==> src/rtl/slu_pkg.sv <==
// Shared types and constants for the sum/latch/UART transmit engine.
package slu_pkg;

   typedef enum logic [2:0] {
      IDLE,
      START,
      DATA,
      PARITY,
      STOP
   } state_t;

   localparam logic UART_IDLE = 1'b1;
   localparam int   BIT_IDX_W = 3;

endpackage

==> src/rtl/sum_latch_uart_tx_uart_tx_byte.sv <==
// Single-byte UART transmitter with valid/ready load handshake; back-to-back bytes chain STOP -> START.
// Optional even-parity bit is enabled by defining SLU_PARITY_EN.
module uart_tx_byte
   import slu_pkg::*;
#(
   parameter int CLKS_PER_BIT = 5208
) (
   input  logic       clk,
   input  logic       reset_n,
   input  logic [7:0] byte_data,
   input  logic       byte_valid,
   output logic       byte_ready,
   output logic       txd,
   output logic       busy
);

   localparam int CNT_W = $clog2(CLKS_PER_BIT);

   state_t               state, state_nx;
   logic [CNT_W-1:0]     cnt, cnt_nx;
   logic [BIT_IDX_W-1:0] bit_idx, bit_idx_nx;
   logic [7:0]           shreg, shreg_nx;
   logic                 tick, load;
`ifdef SLU_PARITY_EN
   logic                 par, par_nx;
`endif

   assign tick       = (cnt == CNT_W'(CLKS_PER_BIT - 1));
   // A new byte is taken while idle or on the final cycle of STOP, so bytes chain without a gap.
   assign byte_ready = (state == IDLE) || ((state == STOP) && tick);
   assign load       = byte_valid && byte_ready;
   assign busy       = (state != IDLE);

   always_ff @(posedge clk or negedge reset_n) begin
      if (!reset_n) begin
         state   <= IDLE;
         cnt     <= '0;
         bit_idx <= '0;
         shreg   <= '0;
`ifdef SLU_PARITY_EN
         par     <= 1'b0;
`endif
      end else begin
         state   <= state_nx;
         cnt     <= cnt_nx;
         bit_idx <= bit_idx_nx;
         shreg   <= shreg_nx;
`ifdef SLU_PARITY_EN
         par     <= par_nx;
`endif
      end
   end

   always_comb begin
      state_nx   = state;
      cnt_nx     = ((state == IDLE) || tick) ? '0 : cnt + CNT_W'(1);
      bit_idx_nx = bit_idx;
      shreg_nx   = shreg;
`ifdef SLU_PARITY_EN
      par_nx     = par;
`endif
      case (state)
         IDLE:  if (byte_valid) state_nx = START;
         START: if (tick) begin
            state_nx   = DATA;
            bit_idx_nx = '0;
         end
         DATA:  if (tick) begin
            shreg_nx   = shreg >> 1;
            bit_idx_nx = bit_idx + BIT_IDX_W'(1);
`ifdef SLU_PARITY_EN
            if (&bit_idx) state_nx = PARITY;
`else
            if (&bit_idx) state_nx = STOP;
`endif
         end
`ifdef SLU_PARITY_EN
         PARITY: if (tick) state_nx = STOP;
`endif
         STOP:  if (tick) state_nx = byte_valid ? START : IDLE;
         default: state_nx = IDLE;
      endcase
      if (load) begin
         shreg_nx = byte_data;
`ifdef SLU_PARITY_EN
         par_nx   = ^byte_data;
`endif
      end
   end

   always_comb begin
      txd = UART_IDLE;
      case (state)
         START: txd = ~UART_IDLE;
         DATA:  txd = shreg[0];
`ifdef SLU_PARITY_EN
         PARITY: txd = par;
`endif
         default: txd = UART_IDLE;
      endcase
   end

endmodule

==> src/rtl/sum_latch_uart_tx.sv <==
// Operand latch + adder + multi-byte UART sender; sum goes out LSB byte first once every operand is saved.
// Define SLU_PARITY_EN for 8E1 framing instead of 8N1.
module sum_latch_uart_tx
   import slu_pkg::*;
#(
   parameter  int DATA_W       = 4,
   parameter  int NUM_OPS      = 2,
   parameter  int CLKS_PER_BIT = 5208,
   localparam int SUM_W        = DATA_W + $clog2(NUM_OPS)
) (
   input  logic               clk,
   input  logic               reset_n,
   input  logic [NUM_OPS-1:0] save_n,
   input  logic [DATA_W-1:0]  data_in,
   output logic [NUM_OPS-1:0] op_valid,
   output logic [SUM_W-1:0]   sum_out,
   output logic               uart_txd,
   output logic               uart_tx_busy
);

   localparam int NBYTES = (SUM_W + 7) / 8;
   localparam int BUF_W  = NBYTES * 8;
   localparam int LEFT_W = $clog2(NBYTES + 1);

   logic [NUM_OPS-1:0] sync_p0, sync_p1, save_prev, fall;
   logic [DATA_W-1:0]  ops [NUM_OPS];
   logic [SUM_W-1:0]   sum_c;
   logic [BUF_W-1:0]   sum_pad, byte_buf;
   logic [LEFT_W-1:0]  bytes_left;
   logic               trigger, byte_valid, byte_ready;
   logic [7:0]         byte_data;

   // Synchronise the push-button strobes; idle level is high.
   always_ff @(posedge clk or negedge reset_n) begin
      if (!reset_n) begin
         sync_p0   <= '1;
         sync_p1   <= '1;
         save_prev <= '1;
      end else begin
         sync_p0   <= save_n;
         sync_p1   <= sync_p0;
         save_prev <= sync_p1;
      end
   end

   assign fall = save_prev & ~sync_p1;

   // Snapshot uses the live operand sum: sum_out lags operand updates by one cycle.
   assign trigger = !uart_tx_busy && (&op_valid);

   always_ff @(posedge clk or negedge reset_n) begin
      if (!reset_n) begin
         for (int i = 0; i < NUM_OPS; i++) ops[i] <= '0;
         op_valid <= '0;
      end else begin
         for (int i = 0; i < NUM_OPS; i++) begin
            if (fall[i]) ops[i] <= data_in;
         end
         op_valid <= trigger ? fall : (op_valid | fall);
      end
   end

   always_comb begin
      sum_c = '0;
      for (int i = 0; i < NUM_OPS; i++) sum_c = sum_c + SUM_W'(ops[i]);
   end

   always_ff @(posedge clk or negedge reset_n) begin
      if (!reset_n) sum_out <= '0;
      else          sum_out <= sum_c;
   end

   // Byte sequencer: first byte comes straight from the sum, the rest from the shifted buffer.
   assign sum_pad    = BUF_W'(sum_c);
   assign byte_valid = trigger || (bytes_left != '0);
   assign byte_data  = trigger ? sum_pad[7:0] : byte_buf[7:0];

   always_ff @(posedge clk or negedge reset_n) begin
      if (!reset_n) begin
         byte_buf   <= '0;
         bytes_left <= '0;
      end else if (byte_valid && byte_ready) begin
         if (trigger) begin
            byte_buf   <= sum_pad >> 8;
            bytes_left <= LEFT_W'(NBYTES - 1);
         end else begin
            byte_buf   <= byte_buf >> 8;
            bytes_left <= bytes_left - LEFT_W'(1);
         end
      end
   end

   uart_tx_byte #(
      .CLKS_PER_BIT(CLKS_PER_BIT)
   ) u_tx (
      .clk       (clk),
      .reset_n   (reset_n),
      .byte_data (byte_data),
      .byte_valid(byte_valid),
      .byte_ready(byte_ready),
      .txd       (uart_txd),
      .busy      (uart_tx_busy)
   );

endmodule

==> config.mk <==
export PLATFORM = sky130hd
export DESIGN_NAME = sum_latch_uart_tx
export DESIGN_NICKNAME = d
export VERILOG_FILES = /design/src/rtl/slu_pkg.sv /design/src/rtl/sum_latch_uart_tx_uart_tx_byte.sv /design/src/rtl/sum_latch_uart_tx.sv
export SDC_FILE = /design/constraint.sdc
export NUM_CORES = 1
export LEC_CHECK = 0
export CAP_MARGIN = 0
export CELL_PAD_IN_SITES_DETAIL_PLACEMENT = 1
export CELL_PAD_IN_SITES_GLOBAL_PLACEMENT = 2
export CORE_MARGIN = 4
export CORE_UTILIZATION = 25
export CTS_CLUSTER_SIZE = 40
export DETAILED_ROUTE_END_ITERATION = 10
export PLACE_DENSITY = 0.67
export SKIP_LAST_GASP = 1
export SLEW_MARGIN = 20
export SYNTH_ARGS = -nofsm -noshare
export SYNTH_HDL_FRONTEND = slang
export SYNTH_SLANG_ARGS = --single-unit
==> constraint.sdc <==
create_clock -name clk -period 1.9 [get_ports clk]
set_input_delay 0.38 -clock clk [delete_from_list [all_inputs] [get_ports clk]]
set_output_delay 0.38 -clock clk [all_outputs]
set_load 0.03 [all_outputs]
Word-level counts from Yosys, hierarchy flattened --
Cells that the tools add are included.
Operators by class: add/sub/neg operators 4, equality and inequality tests 9, mux-type cells 18, bitwise gates (word level) 3, reductions and logical operators 17
Operators with widths (number):
- $mux W8 | 3
- $mux W3 | 7
- $add A13 B1 Y13 const B | 1
- $eq A13 B13 Y1 const B | 1
- $mux W13 | 1
- $pmux W3 S4 | 1
- $ne A2 B1 Y1 const B | 5
- $pmux W3 S2 | 1
- $reduce_and A3 Y1 | 2
- $reduce_bool A2 Y1 | 3
- $add A4 B4 Y5 | 1
- $mux W5 | 1
- $reduce_and A5 Y1 | 1
- $reduce_and A2 Y1 | 2
- $add A3 B1 Y3 const B | 1
- $eq A3 B1 Y1 const B | 1
- $eq A3 B2 Y1 const B | 1
- $eq A3 B3 Y1 const B | 1
- $logic_and A1 B1 Y1 | 3
- $logic_not A3 Y1 | 1
- $logic_or A1 B1 Y1 | 3
- $reduce_bool A3 Y1 | 1
- $and A2 B2 Y2 | 1
- $mux W1 | 2
- 6 further kinds | 6
Storage, ports and cells: register bits 49, bits of input ports 8, output and inout bits 9, logic and storage cells 63

Longest topological paths before layout --
word-level depth 7, depth in mapped cells 7, gate-level depth less buffers 7

Cells and area by module --
From an unflattened synthesis, not the netlist that was laid out.
Second synthesis, totals: cells, all modules 204, area, all modules 2339.7 µm²
By module, submodules not included:
- uart_tx_byte | times used 1, cells each 137, area each 1430.1 µm², sequential area each 675.6 µm²
- sum_latch_uart_tx | times used 1, cells each 67, area each 909.6 µm², sequential area each 558.0 µm²

Least setup slack after synthesis --
Ideal clock, no wire load.
kind register to register, start register u_tx.cnt[8], end register u_tx.bit_idx[1], library setup time 0.140 ns, arrival 1.756 ns, required time 1.760 ns, slack 0.004 ns, stages on the path, launching flop included 6, path buffers 1, clock period less this slack 1.896 ns, path through dfrtp_1 clkbuf_1 or4b_4 or4_4 o21ai_0 o311ai_1
On the way: word-level cells in the longest chain between the ends 3, elaborated cells on any way between the ends 4, those cells by class 3 x eq/ne; 1 x reduce/logical
RTL lines:
- start, declared | line sum_latch_uart_tx_uart_tx_byte.sv:20 | logic [CNT_W-1:0] cnt, cnt_nx;
- start signal, assigned | line sum_latch_uart_tx_uart_tx_byte.sv:45 | cnt <= cnt_nx;
- $eq A13 B13 Y1 * | line sum_latch_uart_tx_uart_tx_byte.sv:28 | assign tick = (cnt == CNT_W'(CLKS_PER_BIT - 1));
- $ne A2 B1 Y1 (no line)
- $reduce_and A3 Y1 (no line) *
- end signal, assigned | line sum_latch_uart_tx_uart_tx_byte.sv:46 | bit_idx <= bit_idx_nx;
- end, declared | line sum_latch_uart_tx_uart_tx_byte.sv:21 | logic [BIT_IDX_W-1:0] bit_idx, bit_idx_nx;
Every way passes the cells marked *; elsewhere a longest branch is shown, timed or not. A chain may end at the register's enable or synchronous reset.

Worst setup path in the final report --
start register u_tx.cnt[11], end register u_tx.bit_idx[0]
Same word-level chain as after synthesis.

==> results.py <==
metrics = {
    "final_layout": {
        "final_cells": 340,
        "num-nets-final": 250,
        "drive_gt1_share_pct": 22.55,
        "diodes": 0,
        "fin_area_um2": 2688,
        "area_growth_pct": 25.69,
    },
    "power": {
        "p_seq_share_pct": 43.5,
        "internal_power_mw": 1.957,
        "p_per_area_nw_per_um2": 1127,
        "p_sw_mw": 1.072,
        "ir_worst_vdd_uv": 289.5,
        "p_comb_share_pct": 36.6,
        "p_clk_share_pct": 19.9,
        "finalPower_mw": 3.029,
        "p_sw_share_pct": 35.38,
        "power_leakage_nw": 1.157,
    },
    "global_routing": {
        "grtUsageTotal_pct": 10.22,
        "antenna_found_initial": 0,
        "grt_pass1_vias": 1618,
        "grt_overflow": 0,
        "grt_max_degree": 47,
        "grt_pass1_wl_um": 8086,
    },
    "yosys": {
        "synth_commonest_cells": "dfrtp_1, nand2_1, nor2_1",
        "synth_top_area_share_pct": 46.81,
        "syn_nets": 212,
        "yosys-top-cells-area": "dfrtp_1, dfstp_2, ha_1",
        "synth.cell_area_um2": 2138,
        "yosysWarnings": 0,
        "yosys_most_used_dff": "dfrtp_1",
        "async_reset_ff_share_pct": 100.0,
        "yosysTopAreaCell": "dfrtp_1",
        "synth.ff_latch_count": 46,
        "yosysUniqueCellTypes": 44,
        "synth_enable_flop_cells": 0,
        "synth_area_per_cell_um2": 10.91,
        "synthCells": 196,
        "synth_seq_area_share_pct": 54.18,
        "yosysMostFrequentCell": "dfrtp_1",
    },
    "clocking": {
        "cts-root-buf": "clkbuf_8",
        "h-tree-depth": 2,
        "clk_latency_ns": 0.30,
        "clkSinkCount": 46,
        "clock_tree.buffer_depth": 2,
        "cts_tree": "done",
        "numCtsBuffers": 5,
        "clk_pin_slew_ns": 0.09,
    },
    "floorplanning": {
        "dieArea_um2": 10100,
        "rows": 33,
        "io_pins": 17,
        "start_util_pct": 25.89,
        "dieWidth_um": 100.5,
        "die_y_um": 100.5,
        "coreArea_um2": 8258,
    },
    "drt": {
        "routedWlPerCell_um": 13.77,
        "dr.first_iter.drc_count": 39,
        "drt-total-wl_um": 4683,
        "m1WireLength_um": 2326,
        "drtPass1Iterations": 4,
        "routed.top_layer": "met4",
        "vias": 1559,
        "avgViaCountPerCell": 4.585,
        "wl_met2_um": 2186,
        "wl_met3_um": 95,
        "drt_drc_violations_left": 0,
        "drt.antenna.violating_nets": 0,
    },
    "placement": {
        "port-buffer-count": 16,
        "placed_area_um2": 2554,
        "place.gp.congestion": 0.7047,
        "dpl_worst_slack_ns": -0.01282,
        "dp.cells": 329,
        "hpwlAfterDp_um": 3507,
    },
    "outcome": {
        "violations": "negative setup slack",
        "status": "finished with violations",
    },
    "min_path": {
        "hold_path_class": "input pin to asynchronous set/reset pin",
    },
    "sta": {
        "final.setup.tns_ns": -0.01948,
        "clock-skew-final_ns": 0.009709,
        "max-slew-margin-rel_pct": 69.36,
        "final.period_utilization_pct": 100.8,
        "worstMarginPinSlew_ns": 0.4565,
        "period_minus_slack_ns": 1.915,
        "setup_ws_ns": -0.01524,
        "hold_viol_final": 0,
        "rsz0062_at_grt": "true",
        "fmax_ghz": 0.5221,
        "setup_violations": 3,
        "finalMaxSlewViolations": 0,
    },
    "worst_setup_path": {
        "cp-start-kind": "register",
        "cp-end-kind": "register",
        "cp_data_arrival_time_ns": 2.09,
        "critical_path.max_fanout": 6,
        "crit_required_ns": 2.07,
        "path_class": "register to register",
    },
    "job": {
        "drv_cap": 0,
    },
}
[power groups by stage]
| stage | clock (mW) | combinational (mW) | sequential [mW] |
|---|---|---|---|
| after floorplan | 0 | 0.557 | 1.42 |
| after global placement | 0 | 1.07 | 1.35 |
| after detailed placement | 0 | 1.09 | 1.35 |
| after CTS | 0.639 | 1.09 | 1.34 |
| after global routing | 0.686 | 1.23 | 1.35 |
| final | 0.603 | 1.11 | 1.32 |
[cell families (layout without fill, tap and decap cells)]
group / after synthesis / after routing / share of synthesized area [%]
flip-flops: 46 / 46 / 54.18
adder cells (fa/ha/maj): 8 / 8 / 5.032
AO/OA/AOI/OAI: 35 / 35 / 11.29
XOR/XNOR: 11 / 11 / 4.505
multiplexers: 7 / 7 / 3.687
buffers and inverters: 16 / 55 / 2.809
AND/OR/NAND/NOR: 73 / 73 / 18.49
[cell type report]
cell class / instances / area [um^2]
Tap cell: 105 / 131.4
Clock buffer: 5 / 68.82
Clock inverter: 3 / 18.77
Multi-Input combinational cell: 134 / 937.1
Timing Repair Buffer: 36 / 330.3
Inverter: 11 / 41.29
Fill cell: 947 / 5570
Sequential cell: 46 / 1160
[worst max-delay path, stage by stage (launching register included)]
cell and delay, ns:
dfrtp_1 0.39, or4b_4 0.55, or4_4 0.58, o21ai_1 0.16, o311ai_1 0.11
[registers in the layout (all words and copies together), names as in the netlist, 3 cells and up]
signal and cells:
u_tx.bit_idx 3, ops 8, u_tx.state 3, u_tx.cnt 13
sum_out 5, u_tx.shreg 5
[per-stage QoR]
stage | hold WS, ns | utilization, %
6_report | 0.05239 | 32.55
5_1_grt | 0.05316 | 32.55
4_1_cts | 0.04859 | 32.23
3_5_place_dp | 0.3469 | 30.92
3_3_place_gp | 0.3458 | 30.92
2_1_floorplan | 0.08441 | -
[repair_timing]
action,CTS,global route
pin swaps,1,1
setup endpoints to repair,4,13
hold endpoints to repair,0,0
hold buffers,0,0
setup buffers,1,2
gates resized for setup,4,3
cloned,0,0
[cell usage in the layout, fill, tap and decap left out, types with 7 or more instances in the layout]
master	instances
inv_1	11
nor2_1	16
nand3_1	8
ha_1	7
mux2_2	7
nand2_1	17
clkdlybuf4s50_1	11
buf_4	20
xnor2_1	7
dfrtp_1	39
[path summary, 6_finish.rpt]
path,start,to,slack (ns),depth (start not counted)
max reg2reg,u_tx.cnt[11],u_tx.bit_idx[0],-0.02,4
max,u_tx.cnt[11],u_tx.bit_idx[0],-0.02,4
max in group asynchronous,reset_n,save_prev[0],1.58,2
min reg2reg,sync_p0[0],sync_p1[0],0.36,0
min,reset_n,ops[6],0.05,2
min in group clk,sync_p0[0],sync_p1[0],0.36,0
[routing by layer]
layer | GRT usage [%] | up-vias
met4 | 3.731 | 0
met3 | 2.076 | 5
met5 | 0 | -
li1 | - | 767
met2 | 16.11 | 12
met1 | 13.87 | 775
Power figures use the tool's default switching activity.
